### src/rtl/corelet_ctrl_pkg.sv
// corelet_ctrl_pkg: shared state encoding, PE-array instructions and address widths
package corelet_ctrl_pkg;
  typedef enum logic [2:0] {IDLE, W_LOAD, W_KERN, A_LOAD, EXEC, DRAIN, DONE} state_t;
  localparam logic [2:0] INST_IDLE  = 3'b000;
  localparam logic [2:0] INST_KLOAD = 3'b001;
  localparam logic [2:0] INST_EXEC  = 3'b010;
  localparam int XADDR_W = 11;
  localparam int PADDR_W = 11;
endpackage

### src/rtl/ctrl_skid_reg.sv
// ctrl_skid_reg: one-entry skid between xmem read data and the L0 write port
module ctrl_skid_reg #(
  parameter int W = 32
) (
  input  logic         clk,
  input  logic         reset,
  input  logic         rd,
  input  logic         ready,
  input  logic [W-1:0] din,
  output logic         wr,
  output logic [W-1:0] dout
);
  logic         pend;
  logic         full;
  logic [W-1:0] skid;
  always_ff @(posedge clk) begin
    if (reset) begin
      pend <= 1'b0;
      full <= 1'b0;
      skid <= '0;
    end else begin
      pend <= rd;
      if (pend && !ready) begin
        full <= 1'b1;
        skid <= din;
      end else if (ready) begin
        full <= 1'b0;
      end
    end
  end
  always_comb begin
    wr   = ready && (pend || full);
    dout = !wr ? '0 : full ? skid : din;
  end
endmodule

### src/rtl/corelet_ctrl.sv
// corelet_ctrl: job sequencer for xmem->L0->PE array->OFIFO->pmem; CORELET_CTRL_OVERLAP_DRAIN_EN also drains during EXEC
module corelet_ctrl
  import corelet_ctrl_pkg::*;
#(
  parameter int bw      = 4,
  parameter int psum_bw = 16,
  parameter int col     = 8,
  parameter int row     = 8,
  parameter int len     = 16
) (
  input  logic                     clk,
  input  logic                     reset,
  input  logic                     start,
  output logic                     busy,
  output logic                     done,
  output logic                     xmem_cen,
  output logic [XADDR_W-1:0]       xmem_addr,
  input  logic [bw*row-1:0]        xmem_rdata,
  output logic                     l0_wr,
  output logic                     l0_rd,
  output logic [bw*row-1:0]        l0_wdata,
  input  logic                     l0_ready,
  output logic [2:0]               inst_w,
  input  logic                     ofifo_valid,
  output logic                     ofifo_rd,
  input  logic [psum_bw*col-1:0]   ofifo_rdata,
  output logic                     pmem_wen,
  output logic [PADDR_W-1:0]       pmem_addr,
  output logic [psum_bw*col-1:0]   pmem_wdata
);
  localparam int CW = $clog2(len + 1);
  localparam logic [CW-1:0] COL_C = CW'(col);
  localparam logic [CW-1:0] COL_L = CW'(col - 1);
  localparam logic [CW-1:0] LEN_C = CW'(len);
  localparam logic [CW-1:0] LEN_L = CW'(len - 1);
  state_t        state, state_n;
  logic [CW-1:0] cnt, rd_cnt, pop_cnt;
  logic          load, rd, pop, pop_st;
  ctrl_skid_reg #(.W(bw*row)) u_skid (
    .clk   (clk),
    .reset (reset),
    .rd    (rd),
    .ready (l0_ready),
    .din   (xmem_rdata),
    .wr    (l0_wr),
    .dout  (l0_wdata)
  );
  always_comb begin
    load = state == W_LOAD || state == A_LOAD;
    rd   = load && l0_ready && rd_cnt < (state == W_LOAD ? COL_C : LEN_C);
`ifdef CORELET_CTRL_OVERLAP_DRAIN_EN
    pop_st = state == EXEC || state == DRAIN;
`else
    pop_st = state == DRAIN;
`endif
    pop = pop_st && ofifo_valid && pop_cnt < LEN_C;
  end
  always_comb begin
    state_n = state;
    unique case (state)
      IDLE:    state_n = start ? W_LOAD : IDLE;
      W_LOAD:  state_n = l0_wr && cnt == COL_L ? W_KERN : W_LOAD;
      W_KERN:  state_n = cnt == COL_L ? A_LOAD : W_KERN;
      A_LOAD:  state_n = l0_wr && cnt == LEN_L ? EXEC : A_LOAD;
      EXEC:    state_n = cnt == LEN_L ? DRAIN : EXEC;
      DRAIN:   state_n = pop_cnt == LEN_C || (pop && pop_cnt == LEN_L) ? DONE : DRAIN;
      DONE:    state_n = IDLE;
      default: state_n = IDLE;
    endcase
  end
  always_ff @(posedge clk) begin
    if (reset) begin
      state   <= IDLE;
      cnt     <= '0;
      rd_cnt  <= '0;
      pop_cnt <= '0;
    end else begin
      state   <= state_n;
      cnt     <= state_n != state ? '0 : cnt + CW'((load && l0_wr) || state == W_KERN || state == EXEC);
      rd_cnt  <= state_n != state ? '0 : rd_cnt + CW'(rd);
      // pops taken during EXEC carry into DRAIN
      pop_cnt <= state_n != state && state_n != DRAIN ? '0 : pop_cnt + CW'(pop);
    end
  end
  always_comb begin
    busy       = state != IDLE || start;
    done       = state == DONE;
    xmem_cen   = !rd;
    xmem_addr  = load ? XADDR_W'(rd_cnt) + (state == A_LOAD ? XADDR_W'(col) : XADDR_W'(0)) : '0;
    l0_rd      = state == W_KERN || state == EXEC;
    inst_w     = state == W_KERN ? INST_KLOAD : state == EXEC ? INST_EXEC : INST_IDLE;
    ofifo_rd   = pop;
    pmem_wen   = !pop;
    pmem_addr  = pop ? PADDR_W'(pop_cnt) : '0;
    pmem_wdata = pop ? ofifo_rdata : '0;
  end
endmodule

### config.mk
export PLATFORM = sky130hd
export DESIGN_NAME = corelet_ctrl
export DESIGN_NICKNAME = d
export VERILOG_FILES = /design/src/rtl/corelet_ctrl_pkg.sv /design/src/rtl/ctrl_skid_reg.sv /design/src/rtl/corelet_ctrl.sv
export SDC_FILE = /design/constraint.sdc
export NUM_CORES = 1
export LEC_CHECK = 0
export ABC_CLOCK_PERIOD_IN_PS = 4240
export CAP_MARGIN = 30
export CORE_AREA = 2 2 137 139
export CTS_CLUSTER_DIAMETER = 50
export CTS_CLUSTER_SIZE = 12
export DETAILED_ROUTE_END_ITERATION = 16
export DIE_AREA = 0 0 139 141
export DONT_BUFFER_PORTS = 1
export SYNTH_ARGS = -nofsm -noshare
export SYNTH_HDL_FRONTEND = slang
export SYNTH_SLANG_ARGS = --single-unit
### constraint.sdc
create_clock -name clk -period 4.24 [get_ports clk]
set_input_delay 0.424 -clock clk [delete_from_list [all_inputs] [get_ports clk]]
set_output_delay 0.424 -clock clk [all_outputs]
set_load 0.005 [all_outputs]
* Yosys cells after proc, flatten, opt, wreduce, memory -nomap -nowiden *
Cells that the tools add are included.

operators by class
  add/subtract/negate cells = 4
  magnitude comparators = 2
  equal/unequal tests = 12
  mux-type cells = 18
  reductions and logical operators = 26

operators by type and width
  kind                  count
  $mux W128             1
  $mux W32              2
  $pmux W3 S6           1
  $add A5 B1 Y5         3
  $logic_and A1 B1 Y1   11
  $eq A5 B4 Y1 const B  2
  $mux W5               2
  $eq A3 B3 Y1 const B  3
  $mux W2               4
  $logic_or A1 B1 Y1    7
  $add A5 B4 Y6         1
  $eq A3 B2 Y1 const B  2
  $mux W6               1
  $eq A5 B3 Y1 const B  1
  $eq A5 B5 Y1 const B  1
  $lt A5 B5 Y1          1
  $lt A5 B5 Y1 const B  1
  $mux W1               5
  $mux W4               1
  $reduce_or A2 Y1      2
  $eq A3 B1 Y1 const B  1
  $logic_not A1 Y1      3
  $logic_not A3 Y1      1
  $mux W3               1
  other kinds (4)       4

word-level totals
  bits in registers = 52
  word-level logic and storage cells = 69

* Depth between registers and ports, before layout *
  depth in word-level cells = 10
  gate-level depth with buffers = 12
  mapped depth without buffers = 11

* Modules after synthesis *
Synthesis repeated with hierarchy kept, for this count alone.

unflattened totals
  cells, all modules = 539
  area total of the unflattened synthesis = 4191.5 um2

modules (own cells, without submodules)
  module         times used  cells an instance  area each (um2)  seq. area each (um2)
  ctrl_skid_reg  1           262                2145.8           680.7
  corelet_ctrl   1           277                2045.7           360.3

* Least setup slack after synthesis *
OpenSTA, ideal clock, no wires.

  path type = reg-to-reg
  start = register state[1]
  end = register rd_cnt[4]
  library setup time = 114 ps
  arrival = 1866 ps
  data required time = 4126 ps
  setup slack = 2259 ps
  cell stages (with the launch flop) = 12
  clock period less this slack = 1981 ps
  cell sequence = dfxtp_1 > clkbuf_1 > nor2_1 > ha_1 > o21ai_0 > nand4b_1 > inv_1 > ha_1 > ha_1 > nand3_1 > xor2_1 > nor2_1

on the way
  elaborated cells between the ends (all ways) = 20
  classes of those cells = 1 x add/sub; 1 x order compare; 6 x eq/ne; 3 x mux; 9 x reduce/logical

RTL lines
  what                                                        line                                    source
  start: declaration                                          corelet_ctrl.sv:36                      state_t state, state_n;
  start signal: assignment                                    corelet_ctrl.sv:78                      state <= state_n;
  $eq A3 B1 Y1 / $eq A3 B2 Y1 (equally long branches)         corelet_ctrl.sv:49, corelet_ctrl.sv:50
  $mux W5 / $logic_or A1 B1 Y1 (equally long branches)        corelet_ctrl.sv:50, corelet_ctrl.sv:49
  $lt A5 B5 Y1 / $logic_and A1 B1 Y1 (equally long branches)  corelet_ctrl.sv:50                      rd = load && l0_ready && rd_cnt < (state == W_LOAD ? COL_C : LEN_C);
  $logic_and A1 B1 Y1 (*)                                     corelet_ctrl.sv:50
  net rd                                                      corelet_ctrl.sv:38                      logic load, rd, pop, pop_st;
  $add A5 B1 Y5 (*)                                           corelet_ctrl.sv:80                      rd_cnt <= state_n != state ? '0 : rd_cnt + CW'(rd);
  end signal: assignment                                      corelet_ctrl.sv:80
  end: declaration                                            corelet_ctrl.sv:37                      logic [CW-1:0] cnt, rd_cnt, pop_cnt;

The timed path passes the listed nets; every way through them passes the cells marked *.
A chain may end at the register's enable or synchronous reset.

* Final worst setup path *
  start = register state[2]
  end = output port pmem_wdata[27]

on the way
  cells in the longest elaborated chain, start to end = 4

ends and longest elaborated chain
  what                              line                source
  $eq A3 B3 Y1                      corelet_ctrl.sv:54  pop_st = state == DRAIN;
  $logic_and A1 B1 Y1 (2 in a row)  corelet_ctrl.sv:56  pop = pop_st && ofifo_valid && pop_cnt < LEN_C;
  net ofifo_rd                      corelet_ctrl.sv:25  output logic ofifo_rd,
  $mux W128                         corelet_ctrl.sv:95  pmem_wdata = pop ? ofifo_rdata : '0;
  end: declaration                  corelet_ctrl.sv:29  output logic [psum_bw*col-1:0] pmem_wdata

The timed path passes the listed nets, and every way through them passes these cells.

==> results by group <==
Outcome
  • Outcome: finished clean

Clocking
  • TritonCTS clock tree: built
  • Number of H-tree levels: 2
  • Hold Buf Count CTS: 0
  • Clock-pin slew on the worst setup and hold paths: approximately 80 ps
  • Num Clock Sinks: 52
  • CTS Buf Count: 5
  • Clock Path Buffers: 2
  • Clock network latency to the later pin of the worst-skew pair: around 300 ps
  • CTS-repair resized insts: 0
  • Root buf cell: clkbuf_16
  • # Post-CTS Setup Buffers: 0

Timing
  • Fin. max-slew vios: 0
  • RSZ-0062 raised after global routing: no
  • Final TNS setup: 0 ps
  • Final-report hold violation count: 0
  • Final worst path period share: 0.6552
  • Fin Hold WS: 176.7 ps
  • Worst slew margin: 0.5597
  • Setup-failing EPs final: 0
  • Final worst setup slack: between 1000 and 1500 ps
  • Final worst path period need: 2778 ps
  • F_max: roughly 360 MHz
  • Worst Max-Slew Pin Slew: 658.9 ps
  • Fin Clk Skew: around 9.4 ps

Logic synthesis
  • Synth unique cells: 45
  • Asr flop ratio synth: 0
  • Syn avg cell area: ~7.4 sq um
  • Top FF cell, synth: dfxtp_1
  • Yosys reg bits: 52
  • Cell count after synthesis: between 500 and 600
  • Number of enable flip-flop cells after synthesis: 0
  • Ys Warns: 0
  • Post-synthesis cell area: about 3700 sq um
  • Sequential area share after synthesis: 0.2798

Power
  • VDD IR max: between 0.00015 and 0.0002 V
  • Total power: 1.002 mW
  • Power Density: approximately 250 nW/um^2
  • LEAKAGE: around 1.5 nW

Critical path
  • Worst R2R Setup Slack: ~1800 ps
  • Crit Path Class: reg -> out
  • CP Cell Sequence: nor2b_1 > nand2_1 > nor2_4 > buf_12 > and2_1
  • Crit path max-delay cell type: nor2_4
  • Worst setup path end: pmem_wdata[27]
  • Crit-path max cell delay: between 500 and 600 ps
  • WP data arrival: 2350 ps
  • Reg-to-Reg Start: state[2]
  • Startpoint types: flop
  • Critical Path Start: state[2]
  • Reg-to-reg endpoint: pop_cnt[4]
  • Crit Path Max Fanout: between 90 and 100
  • Critical Path Sink Type: primary output
  • Worst Path Required: 3820 ps
  • Reg2Reg Depth: 8

Die
  • Die Ht: 141 um
  • IO Pins: between 300 and 400
  • Site Rows: 50
  • Die width: roughly 140 um
  • Core ar.: between 15,000 and 20,000 sq um
  • Initial Util: 0.2037
  • Die ar.: 19,600 sq um

Hold path
  • Hold Path Class: in -> reg

Drt
  • Via density: approximately 4.5
  • DRC: 0
  • Vias after detailed routing: 3,275
  • DR WL/cell: ~22 um
  • WL final: 15.85 mm
  • Drt pass-1 iters: 4
  • Post-route ant nets: 0
  • Iter 0 DRT Violations: about 160

Global route
  • First-pass GRT wire length: about 22 mm
  • Number of global-route vias before repair: a little under 3,000
  • Initial antenna violation count: 23
  • Tot GR Track Use: 0.1515
  • Pin count of the biggest net entering global routing: 94
  • GRT overflow: 0

Finish
  • Layout Area Growth over Synthesis: 9.213%
  • Share of cells above drive strength 1: 0.05439
  • Design area: 4064 sq um
  • # nets final: 651
  • Number of filler cells placed in the layout: roughly 2,000
  • Post-Layout Cell Count: approximately 730
  • Finished Core Util: 0.2225

Run
  • Max Cap Viol: 0

Placement
  • Routability Congestion: 0.8430
  • Worst slack, placed: between 1500 and 2000 ps
  • Dpl hpwl: ~13 mm
  • Area after DPL: between 3000 and 4000 sq um
  • Buffers on Ports: 0
  • Placed cell count: slightly above 700
==> synth_stat cells (2+ instances only) <==
master / n / area [sq um]
and2_1: 137 / 857.1
nand2_1: 67 / 251.5
dfxtp_1: 52 / 1041
nor2_1: 52 / 195.2
a21oi_1: 38 / 190.2
mux2i_1: 32 / 320.3
clkbuf_1: 30 / 112.6
buf_4: 14 / 105.1
ha_1: 9 / 112.6
nand3_1: 9 / 45.04
inv_1: 7 / 26.28
xor2_1: 7 / 61.31
nand2b_1: 5 / 31.28
buf_1: 3 / 11.26
nor2b_1: 3 / 18.77
xnor2_1: 3 / 26.28
a21boi_1: 2 / 15.01
a21o_1: 2 / 15.01
buf_2: 2 / 10.01
nand4_1: 2 / 12.51
nand4b_1: 2 / 17.52
nor3_1: 2 / 10.01
==> cell type report <==
type                       instances  area (sq um)  area share
antenna                           15         37.54    0.009236
inverter                           8         30.03    0.007389
clock buffer                       6         138.9     0.03417
multi-input combinational        405          2455      0.6041
tap                              234         292.8     0.07204
sequential                        52          1042      0.2565
clock inverter                     2         17.52    0.004310
timing repair buffer               5         50.05     0.01232
==> report_power, final <==
group / switching (mW) / leakage, nW / internal, mW
combinational: 0.0374 / 0.955 / 0.0233
sequential: 0.00625 / 0.420 / 0.495
clock: 0.201 / 0.0780 / 0.240
==> per-layer routing <==
| metal | global-route usage | routed length [um] | up-vias |
|---|---|---|---|
| li1 | - | - | 1551 |
| met1 | 0.1788 | 6248 | 1476 |
| met3 | 0.09647 | 2110 | 31 |
| met2 | 0.2263 | 7107 | 201 |
| met5 | 0 | 92 | - |
| met4 | 0.04625 | 293 | 16 |
==> worst min-delay path by stage <==
stage / from / to / slack [ps] / cells past startpoint
6_report: l0_ready / u_skid.full / 180 / 1
5_1_grt: l0_ready / u_skid.full / 160 / 1
4_1_cts: l0_ready / u_skid.full / 160 / 1
3_5_place_dp: u_skid.skid[0] / u_skid.skid[0] / 440 / 2
3_3_place_gp: u_skid.skid[22] / u_skid.skid[22] / 440 / 2
2_1_floorplan: u_skid.skid[0] / u_skid.skid[0] / 440 / 2
==> state kept, by name, summed over array words and instances, names as in the netlist <==
signal,flops
pop_cnt,5
rd_cnt,5
u_skid.full,1
cnt,5
u_skid.skid,32
u_skid.pend,1
state,3
==> worst max-delay path, delay by kind of cell, from the launching register on <==
kind,cells,cell delay (ps)
flops,1,490
simple gates,4,1190
buf+inv,1,320
==> logic make-up after synthesis <==
group                      synth area share
adders and majority gates           0.03026
AOI/OAI and AO/OA                   0.09785
and+or+nand+nor                      0.4062
other                              0.001008
DFF                                  0.2798
xor gates and xnor gates            0.02354
muxes                               0.08608
buffers and inverters               0.07532
==> layout by cell type (no fill, tap or decap), types with 2 or more instances in the layout <==
| cell | count |
|---|---|
| xor2_1 | 7 |
| clkbuf_16 | 5 |
| a21o_1 | 2 |
| conb_1 | 13 |
| xnor2_1 | 3 |
| nand4b_1 | 2 |
| nor3_1 | 2 |
| a21boi_1 | 2 |
| nand2_1 | 67 |
| inv_1 | 7 |
| nand4_1 | 2 |
| diode_2 | 15 |
| mux2i_1 | 32 |
| and2_1 | 137 |
| nand2b_1 | 5 |
| inv_6 | 2 |
| buf_4 | 4 |
| a21oi_1 | 38 |
| ha_1 | 9 |
| nand3_1 | 9 |
| nor2b_1 | 2 |
| nor2_1 | 51 |
| dfxtp_1 | 51 |
Note: power is estimated with default switching activity, not from simulation.
